==> src/rtl/mem_arb_pkg.sv <==
// Shared constants and helpers for the two-requester memory port arbiter.
package mem_arb_pkg;

    localparam int WORD_W = 16;
    localparam int ADDR_W = 16;

    typedef logic [1:0] owner_t;

    // Which requester the next response belongs to
    localparam owner_t OWN_NONE = 2'd0;
    localparam owner_t OWN_IF   = 2'd1;
    localparam owner_t OWN_D    = 2'd2;

    localparam int unsigned DEF_MEM_DEPTH  = 1000;
    localparam int unsigned DEF_STARVE_MAX = 4;

    // True when a word address falls inside the populated memory
    function automatic logic addr_in_range(input logic [ADDR_W-1:0] addr,
                                           input int unsigned depth);
        return ({16'd0, addr} < depth);
    endfunction

endpackage

==> src/rtl/mem_port_arbiter_if.sv <==
// Bundle of requester-side and memory-side signals around the arbiter.
interface mem_port_arbiter_if;
    import mem_arb_pkg::*;

    logic              if_req;
    logic [ADDR_W-1:0] if_addr;
    logic              if_gnt;
    logic              if_rvalid;
    logic [WORD_W-1:0] if_rdata;
    logic              if_err;

    logic              d_req;
    logic              d_we;
    logic [ADDR_W-1:0] d_addr;
    logic [WORD_W-1:0] d_wdata;
    logic              d_gnt;
    logic              d_rvalid;
    logic [WORD_W-1:0] d_rdata;
    logic              d_err;

    logic              mem_we;
    logic [ADDR_W-1:0] mem_addr;
    logic [WORD_W-1:0] mem_data_in;
    logic [WORD_W-1:0] mem_data_out;

    // Requesters plus memory: drives requests and memory read data
    modport master (
        output if_req, if_addr, d_req, d_we, d_addr, d_wdata, mem_data_out,
        input  if_gnt, if_rvalid, if_rdata, if_err,
               d_gnt, d_rvalid, d_rdata, d_err,
               mem_we, mem_addr, mem_data_in
    );

    // Arbiter side
    modport slave (
        input  if_req, if_addr, d_req, d_we, d_addr, d_wdata, mem_data_out,
        output if_gnt, if_rvalid, if_rdata, if_err,
               d_gnt, d_rvalid, d_rdata, d_err,
               mem_we, mem_addr, mem_data_in
    );

endinterface

==> src/rtl/mem_arb_starve_ctr.sv <==
// Saturating count of D grants taken while IF keeps waiting.
module mem_arb_starve_ctr #(
    parameter int unsigned MAX = 4
) (
    input  logic clk,
    input  logic rst_n,
    input  logic inc,
    input  logic clr,
    output logic max_hit
);

    localparam logic [3:0] MAX_C = 4'(MAX);

    logic [3:0] cnt;

    // Clear wins over increment; the count sticks at MAX until cleared
    always_ff @(posedge clk or negedge rst_n) begin
        if (!rst_n)
            cnt <= 4'd0;
        else if (clr)
            cnt <= 4'd0;
        else if (inc && (cnt != MAX_C))
            cnt <= cnt + 4'd1;
    end

    assign max_hit = (cnt == MAX_C);

endmodule

==> src/rtl/mem_port_arbiter.sv <==
// Single-port memory arbiter: D has priority, IF is forced through after
// STARVE_MAX consecutive D wins, out-of-range addresses get an error reply.
module mem_port_arbiter
    import mem_arb_pkg::*;
#(
    parameter int unsigned MEM_DEPTH  = DEF_MEM_DEPTH,
    parameter int unsigned STARVE_MAX = DEF_STARVE_MAX
) (
    input logic            clk,
    input logic            rst_n,
    mem_port_arbiter_if.slave bus
);

    logic              if_gnt_c;
    logic              d_gnt_c;
    logic              any_gnt;
    logic [ADDR_W-1:0] gnt_addr;
    logic              gnt_in_range;
    logic              gnt_access;
    logic              max_hit;

    logic [ADDR_W-1:0] last_addr;
    logic [ADDR_W-1:0] mem_addr_c;
    owner_t            rsp_owner;
    logic              rsp_err;
    owner_t            rsp_owner_next;

    logic              if_rvalid_c;
    logic              d_rvalid_c;
    logic [WORD_W-1:0] if_rdata_c;
    logic [WORD_W-1:0] d_rdata_c;
    logic [WORD_W-1:0] if_rdata_q;
    logic [WORD_W-1:0] d_rdata_q;

    mem_arb_starve_ctr #(.MAX(STARVE_MAX)) u_starve (
        .clk     (clk),
        .rst_n   (rst_n),
        .inc     (d_gnt_c && bus.if_req),
        .clr     (if_gnt_c || !bus.if_req),
        .max_hit (max_hit)
    );

    // Fixed priority to D unless IF has waited out its starvation budget
    always_comb begin
        if_gnt_c = 1'b0;
        d_gnt_c  = 1'b0;
        if (bus.d_req && bus.if_req) begin
            if (max_hit)
                if_gnt_c = 1'b1;
            else
                d_gnt_c = 1'b1;
        end else if (bus.d_req) begin
            d_gnt_c = 1'b1;
        end else if (bus.if_req) begin
            if_gnt_c = 1'b1;
        end
    end

    assign any_gnt      = if_gnt_c || d_gnt_c;
    assign gnt_addr     = d_gnt_c ? bus.d_addr : bus.if_addr;
    assign gnt_in_range = addr_in_range(gnt_addr, MEM_DEPTH);
    assign gnt_access   = any_gnt && gnt_in_range;

    assign bus.if_gnt      = if_gnt_c;
    assign bus.d_gnt       = d_gnt_c;
    assign mem_addr_c      = gnt_access ? gnt_addr : last_addr;
    assign bus.mem_addr    = mem_addr_c;
    assign bus.mem_we      = gnt_access && d_gnt_c && bus.d_we;
    assign bus.mem_data_in = gnt_access ? bus.d_wdata : '0;

    // Decide who gets a reply next cycle; in-range writes get none
    always_comb begin
        rsp_owner_next = OWN_NONE;
        if (if_gnt_c)
            rsp_owner_next = OWN_IF;
        else if (d_gnt_c && (!bus.d_we || !gnt_in_range))
            rsp_owner_next = OWN_D;
    end

    // Response tracking and the held memory address
    always_ff @(posedge clk or negedge rst_n) begin
        if (!rst_n) begin
            rsp_owner <= OWN_NONE;
            rsp_err   <= 1'b0;
            last_addr <= '0;
        end else begin
            rsp_owner <= rsp_owner_next;
            rsp_err   <= any_gnt && !gnt_in_range;
            last_addr <= mem_addr_c;
        end
    end

    assign if_rvalid_c = (rsp_owner == OWN_IF);
    assign d_rvalid_c  = (rsp_owner == OWN_D);

    // Read data passes straight from the memory's output register during the
    // valid cycle and is otherwise held from the last response
    assign if_rdata_c = if_rvalid_c ? (rsp_err ? '0 : bus.mem_data_out) : if_rdata_q;
    assign d_rdata_c  = d_rvalid_c  ? (rsp_err ? '0 : bus.mem_data_out) : d_rdata_q;

    // Hold registers behind the read data outputs
    always_ff @(posedge clk or negedge rst_n) begin
        if (!rst_n) begin
            if_rdata_q <= '0;
            d_rdata_q  <= '0;
        end else begin
            if_rdata_q <= if_rdata_c;
            d_rdata_q  <= d_rdata_c;
        end
    end

    assign bus.if_rvalid = if_rvalid_c;
    assign bus.d_rvalid  = d_rvalid_c;
    assign bus.if_rdata  = if_rdata_c;
    assign bus.d_rdata   = d_rdata_c;
    assign bus.if_err    = if_rvalid_c && rsp_err;
    assign bus.d_err     = d_rvalid_c && rsp_err;

endmodule

==> src/flat_wrapper.sv <==
// flat-port wrapper written by rule: the top's interface ports become plain ports
module mem_port_arbiter_flat import mem_arb_pkg::*;
#(
    parameter int unsigned MEM_DEPTH  = DEF_MEM_DEPTH,
    parameter int unsigned STARVE_MAX = DEF_STARVE_MAX
)
  (clk, rst_n, bus_if_req, bus_if_addr, bus_d_req, bus_d_we, bus_d_addr, bus_d_wdata, bus_mem_data_out, bus_if_gnt, bus_if_rvalid, bus_if_rdata, bus_if_err, bus_d_gnt, bus_d_rvalid, bus_d_rdata, bus_d_err, bus_mem_we, bus_mem_addr, bus_mem_data_in);
  mem_port_arbiter_if bus_i ();
  input logic clk;
  input logic rst_n;
  input wire logic [$bits(bus_i.if_req)-1:0] bus_if_req;
  input wire logic [$bits(bus_i.if_addr)-1:0] bus_if_addr;
  input wire logic [$bits(bus_i.d_req)-1:0] bus_d_req;
  input wire logic [$bits(bus_i.d_we)-1:0] bus_d_we;
  input wire logic [$bits(bus_i.d_addr)-1:0] bus_d_addr;
  input wire logic [$bits(bus_i.d_wdata)-1:0] bus_d_wdata;
  input wire logic [$bits(bus_i.mem_data_out)-1:0] bus_mem_data_out;
  output wire logic [$bits(bus_i.if_gnt)-1:0] bus_if_gnt;
  output wire logic [$bits(bus_i.if_rvalid)-1:0] bus_if_rvalid;
  output wire logic [$bits(bus_i.if_rdata)-1:0] bus_if_rdata;
  output wire logic [$bits(bus_i.if_err)-1:0] bus_if_err;
  output wire logic [$bits(bus_i.d_gnt)-1:0] bus_d_gnt;
  output wire logic [$bits(bus_i.d_rvalid)-1:0] bus_d_rvalid;
  output wire logic [$bits(bus_i.d_rdata)-1:0] bus_d_rdata;
  output wire logic [$bits(bus_i.d_err)-1:0] bus_d_err;
  output wire logic [$bits(bus_i.mem_we)-1:0] bus_mem_we;
  output wire logic [$bits(bus_i.mem_addr)-1:0] bus_mem_addr;
  output wire logic [$bits(bus_i.mem_data_in)-1:0] bus_mem_data_in;
  assign bus_i.if_req = bus_if_req;
  assign bus_i.if_addr = bus_if_addr;
  assign bus_i.d_req = bus_d_req;
  assign bus_i.d_we = bus_d_we;
  assign bus_i.d_addr = bus_d_addr;
  assign bus_i.d_wdata = bus_d_wdata;
  assign bus_i.mem_data_out = bus_mem_data_out;
  assign bus_if_gnt = bus_i.if_gnt;
  assign bus_if_rvalid = bus_i.if_rvalid;
  assign bus_if_rdata = bus_i.if_rdata;
  assign bus_if_err = bus_i.if_err;
  assign bus_d_gnt = bus_i.d_gnt;
  assign bus_d_rvalid = bus_i.d_rvalid;
  assign bus_d_rdata = bus_i.d_rdata;
  assign bus_d_err = bus_i.d_err;
  assign bus_mem_we = bus_i.mem_we;
  assign bus_mem_addr = bus_i.mem_addr;
  assign bus_mem_data_in = bus_i.mem_data_in;
  mem_port_arbiter #(.MEM_DEPTH(MEM_DEPTH), .STARVE_MAX(STARVE_MAX)) u_core (.clk(clk), .rst_n(rst_n), .bus(bus_i));
endmodule
==> config.mk <==
export PLATFORM = sky130hd
export DESIGN_NAME = mem_port_arbiter_flat
export DESIGN_NICKNAME = d
export VERILOG_FILES = /design/src/rtl/mem_arb_pkg.sv /design/src/rtl/mem_port_arbiter_if.sv /design/src/rtl/mem_arb_starve_ctr.sv /design/src/rtl/mem_port_arbiter.sv /design/src/flat_wrapper.sv
export SDC_FILE = /design/constraint.sdc
export NUM_CORES = 1
export LEC_CHECK = 0
export BUFFER_PORTS_ARGS = -buffer_cell sky130_fd_sc_hd__buf_2
export CAP_MARGIN = 15
export CORE_MARGIN = 3
export CORE_UTILIZATION = 35
export DETAILED_ROUTE_END_ITERATION = 7
export GPL_TIMING_DRIVEN = 1
export HOLD_SLACK_MARGIN = 0.15
export PLACE_DENSITY = 0.76
export SLEW_MARGIN = 20
export SYNTH_ARGS = -nofsm -noshare
export SYNTH_HDL_FRONTEND = slang
export SYNTH_SLANG_ARGS = --single-unit
export TNS_END_PERCENT = 1
==> constraint.sdc <==
create_clock -name clk -period 6 [get_ports clk]
set_clock_uncertainty 0.1 [all_clocks]
set_input_delay 0.9 -clock clk [delete_from_list [all_inputs] [get_ports clk]]
set_output_delay 0.9 -clock clk [all_outputs]
set_load 0.05 [all_outputs]
After elaboration in Yosys (flattened, before gate mapping)
Cells that the tools add are included.
{"block": "word_totals", "out_inout_bits": 71, "regBits": 55, "inputBits": 69, "elab_cells": 46}
{"block": "op_classes", "reduce_logical": 17, "n_eq_ne": 4, "n_mux": 17, "n_addsub": 1, "n_lt_le_gt_ge": 1}
{"operator": "16-bit two-way mux", "count": 6}
{"operator": "16-bit by 10-bit less-than comparator with 1-bit output, second input constant", "count": 1}
{"operator": "1-bit logical AND", "count": 10}
{"operator": "4-bit two-way mux", "count": 2}
{"operator": "1-bit two-way mux", "count": 7}
{"operator": "4-bit by 1-bit adder with 4-bit output, second input constant", "count": 1}
{"operator": "4-bit by 3-bit equality test with 1-bit output, second input constant", "count": 1}
{"operator": "2-bit two-way mux", "count": 2}
{"operator": "4-bit by 3-bit != test with 1-bit output, second input constant", "count": 1}
{"operator": "1-bit zero test", "count": 3}
{"operator": "1-bit logical OR", "count": 3}
{"operator": "2-bit by 1-bit equality test with 1-bit output, second input constant", "count": 1}
{"operator": "2-bit equality test, second input constant", "count": 1}
{"operator": "2-bit nonzero test", "count": 1}

Longest topological paths before layout
{"block": "logic_depth", "depth_word": 10, "ltp_mapped": 8, "ltp_nobuf": 7}

Hierarchy
Synthesis repeated with hierarchy kept, for this count alone.
{"block": "unflattened", "hier_cells": 270, "area_unflattened_um2": 2563.7}
{"module": "mem_port_arbiter", "cells_per_inst": 246, "area_per_inst_um2": 2329.7, "n_inst": 1, "seq_area_each_um2": 1276.2}
{"module": "mem_arb_starve_ctr", "cells_per_inst": 24, "area_per_inst_um2": 234.0, "n_inst": 1, "seq_area_each_um2": 100.1}

Least setup slack after synthesis
No wires, ideal clock.
{"block": "synth_timing", "path_kind": "in2out", "from": "input bus_d_addr[14]", "to": "output bus_mem_data_in[10]", "path_stages": 6, "setup_slack_ns": 1.891, "required_time_ns": 5.000, "t_arrival_ns": 3.109, "path_cell_list": "or4_1 or4_1 nor3_2 a21oi_2 clkbuf_1 nor2b_1"}
{"block": "synth_between", "elab_chain_cells": 4}
{"element": "start, declared", "line": "flat_wrapper.sv:15", "text": "input wire logic [$bits(bus_i.d_addr)-1:0] bus_d_addr;"}
{"element": "16-bit two-way mux", "line": "mem_port_arbiter.sv:60", "text": "assign gnt_addr = d_gnt_c ? bus.d_addr : bus.if_addr;"}
{"element": "16-bit by 10-bit less-than comparator with 1-bit output", "line": "mem_arb_pkg.sv:20", "text": "return ({16'd0, addr} < depth);"}
{"element": "1-bit logical AND", "line": "mem_port_arbiter.sv:62", "text": "assign gnt_access = any_gnt && gnt_in_range;"}
{"element": "16-bit two-way mux", "line": "mem_port_arbiter.sv:69", "text": "assign bus.mem_data_in = gnt_access ? bus.d_wdata : '0;"}
{"element": "end, declared", "line": "flat_wrapper.sv:28", "text": "output wire logic [$bits(bus_i.mem_data_in)-1:0] bus_mem_data_in;"}
No other way between the ends.

Worst setup path in the final report
{"block": "layout_timing", "from": "input bus_d_addr[14]", "to": "output bus_mem_addr[7]"}
{"block": "layout_between", "elab_chain_cells": 4}
{"element": "16-bit two-way mux", "line": "mem_port_arbiter.sv:60"}
{"element": "16-bit by 10-bit less-than comparator with 1-bit output", "line": "mem_arb_pkg.sv:20"}
{"element": "1-bit logical AND", "line": "mem_port_arbiter.sv:62"}
{"element": "16-bit two-way mux", "line": "mem_port_arbiter.sv:66", "text": "assign mem_addr_c = gnt_access ? gnt_addr : last_addr;"}
{"element": "end, declared", "line": "flat_wrapper.sv:27", "text": "output wire logic [$bits(bus_i.mem_addr)-1:0] bus_mem_addr;"}
No other way between the ends.

==> impl_metrics.py <==
metrics = {
    "status": {
        "status": "complete, no violations",
    },
    "clock_tree": {
        "cts.htree.levels": 2,
        "clkLatencyLatePin_ns": 0.30,
        "post_cts_resized": 0,
        "cts_buffers": 5,
        "cts_buffer_depth": 2,
        "tritoncts": "yes",
        "post_cts_buffers": 0,
        "cts_hold_buf": 0,
        "cts_sinks": 55,
        "cts_root_buf": "clkbuf_8",
        "clk_pin_slew_ns": 0.09,
    },
    "timing": {
        "max_freq_mhz": 246.5,
        "final.period_utilization": 0.6761,
        "rsz0062_at_grt": "false",
        "slew_headroom": 0.5529,
        "hold_viol_final": 0,
        "tightest_slew_ns": 0.6706,
        "period_needed_ns": 4.056,
        "drv_slew": 0,
        "holdWs_ns": 0.3847,
        "tns_ns": 0,
        "setup_ws_ns": 1.944,
        "finalSetupViolCount": 0,
    },
    "final_layout": {
        "fillers": 625,
        "layout-drive-gt1-share": 0.4755,
        "nNetsFinal": 438,
        "area_delta_synth_final_pct": 35.55,
        "fin_util": 0.5016,
        "diodes": 0,
    },
    "drt": {
        "wirelength_um": 6050,
        "via_per_inst": 4.665,
        "vias": 2076,
        "firstDrtPassIters": 4,
        "drc_errors": 0,
        "wl_per_cell_um": 13.60,
        "final_antenna_net_count": 0,
        "drt_iter0_markers": 70,
    },
    "synth": {
        "ys.flop_type": "dfrtp_1",
        "syn_area_mm2": 0.002404,
        "yosysTopAreaCellShare": 0.5726,
        "async_flop_share": 1.000,
        "ys_seq_area_frac": 0.5726,
        "synth-warning-count": 0,
        "syn_area_per_cell_um2": 10.41,
        "synth_common_cells": "dfrtp_1 (55), nand2_1 (48), o21ai_0 (34)",
        "syn-num-nets": 302,
        "post-synth-top-count-cell": "dfrtp_1",
        "synthDistinctLibCells": 28,
        "synth_edf_count": 0,
        "synth.area.top_cells": "dfrtp_1 (57%), nand2_1 (7.5%), o21ai_0 (7.1%)",
        "synth_seq_cells": 55,
        "yosysTopAreaCell": "dfrtp_1",
        "syn-instance-count": 231,
    },
    "die": {
        "chipWidth_um": 88.87,
        "die_y_um": 88.87,
        "ios": 140,
        "fp.dieArea_mm2": 0.007898,
        "core_mm2": 0.006495,
        "start_util": 0.3701,
        "row_count": 29,
    },
    "global_route": {
        "overflow": 0,
        "grt_usage": 0.1565,
        "antenna_found_initial": 0,
        "grt_max_degree": 56,
        "grt_pass1_wl_um": 9577,
        "grt_pass1_vias": 2128,
    },
    "place": {
        "place_hpwl_um": 4661,
        "io_buffers": 139,
        "place_congestion": 0.7127,
        "pre_cts_ws_ns": 1.934,
    },
    "setup_path": {
        "crit_fanout": 32,
        "critPathRequiredTime_ns": 5.00,
        "crit_type": "in -> out",
        "crit_arrival_ns": 3.06,
        "endpoint_kind": "output pin",
        "cp-start-kind": "input pin",
    },
    "worst_hold_path": {
        "hold_class": "reg -> reg",
    },
    "pwr": {
        "power_density_mw_per_mm2": 269.3,
        "leakage_nw": 1.824,
        "ir_drop_mv": 0.1599,
    },
    "run": {
        "maxCapViolCount": 0,
    },
}
==> worst max-delay path, cell delays in order <==
cell and delay (ns):
buf_2 0.09, or4_1 0.50, or4_1 0.50, nor3_2 0.19, a21oi_2 0.05, buf_4 0.26
mux2_4 0.34, buf_2 0.21
==> final timing paths <==
kind                                               startpoint                            endpoint  slack [ns]  cells after the start
setup reg to reg           u_core.u_starve.cnt[0]$_DFFE_PN0P_       u_core.last_addr[0]$_DFF_PN0_        3.76                      9
max in group asynchronous                               rst_n       u_core.last_addr[3]$_DFF_PN0_        4.74                      2
hold reg to reg            u_core.u_starve.cnt[0]$_DFFE_PN0P_  u_core.u_starve.cnt[0]$_DFFE_PN0P_        0.38                      1
hold / removal             u_core.u_starve.cnt[0]$_DFFE_PN0P_  u_core.u_starve.cnt[0]$_DFFE_PN0P_        0.38                      1
setup / recovery                               bus_d_addr[14]                     bus_mem_addr[7]        1.94                      8
min in group asynchronous                               rst_n      u_core.if_rdata_q[8]$_DFF_PN0_        0.60                      2
==> stage by stage <==
stage / cell area (um^2) / power (mW) / instances
floorplan: 2404 / 0.6082 / 231
global placement: 3162 / 0.6787 / 437
detailed placement: 3162 / 0.6839 / 437
CTS: 3253 / 0.8904 / 445
global route: 3258 / 0.9252 / 445
finish: 3258 / 0.8773 / 445
==> report_power, final <==
group | leakage (nW) | total, mW | switching [mW] | internal, mW
combinational | 1.04 | 0.260 | 0.190 | 0.0706
clock | 0.0485 | 0.203 | 0.119 | 0.0838
sequential | 0.736 | 0.414 | 0.0103 | 0.404
==> kinds of logic (layout without fill, tap and decap cells) <==
logic type                 Yosys count  after routing  share of synthesized area
DFF                                 55             55                     0.5726
buffers and inverters               21            158                    0.03592
muxes                               20             20                     0.1062
adders and majority gates            2              2                    0.01041
and+or+nand+nor                     93             93                     0.1858
xor gates and xnor gates             2              2                   0.007289
AOI/OAI and AO/OA                   38             38                    0.08172
==> registers in the layout (all words and copies together), names as in the netlist <==
name,flops
u_core.if_rdata_q,16
u_core.rsp_owner,2
u_core.last_addr,16
u_core.u_starve.cnt,4
u_core.d_rdata_q,16
u_core.rsp_err,1
==> layout by cell type (no fill, tap or decap) <==
master | netlist | routed
buf_2 | 0 | 139
dfrtp_1 | 55 | 55
nand2_1 | 48 | 48
o21ai_0 | 34 | 34
nor2b_1 | 14 | 14
mux2_2 | 12 | 12
nor2_1 | 10 | 10
mux2_4 | 8 | 8
inv_1 | 7 | 7
and2_1 | 6 | 6
clkbuf_8 | 0 | 5
or4_1 | 3 | 3
buf_4 | 0 | 3
nand4_1 | 2 | 2
and2b_1 | 2 | 2
nand2b_2 | 0 | 2
nand3_1 | 2 | 2
ha_1 | 2 | 2
nand3b_1 | 1 | 1
o21ai_1 | 1 | 1
nor4_1 | 1 | 1
a21oi_1 | 1 | 1
nor3_2 | 1 | 1
a21oi_2 | 1 | 1
clkinv_1 | 1 | 1
and2_2 | 1 | 1
a211oi_1 | 1 | 1
xor2_1 | 1 | 1
xnor2_1 | 1 | 1
inv_6 | 0 | 1
clkinv_4 | 0 | 1
clkinv_2 | 0 | 1
==> layer usage <==
| metal | up-vias | share of wire | global-route usage |
|---|---|---|---|
| met5 | - | 0 | 0 |
| met4 | 0 | 0.012 | 0.03709 |
| met3 | 7 | 0.074 | 0.04469 |
| met2 | 84 | 0.53 | 0.2989 |
| met1 | 958 | 0.38 | 0.1683 |
| li1 | 1027 | - | - |
==> area by class of cell <==
type | count | area (um^2) | share of cell area
timing repair buffer | 142 | 718.2 | 0.2204
clock buffer | 5 | 68.82 | 0.02112
sequential | 55 | 1376 | 0.4224
tap | 77 | 96.34 | 0.02957
multi-input combinational | 155 | 945.9 | 0.2903
clock inverter | 3 | 22.52 | 0.006912
inverter | 8 | 30.03 | 0.009217
(Power assumes the default switching activity.)
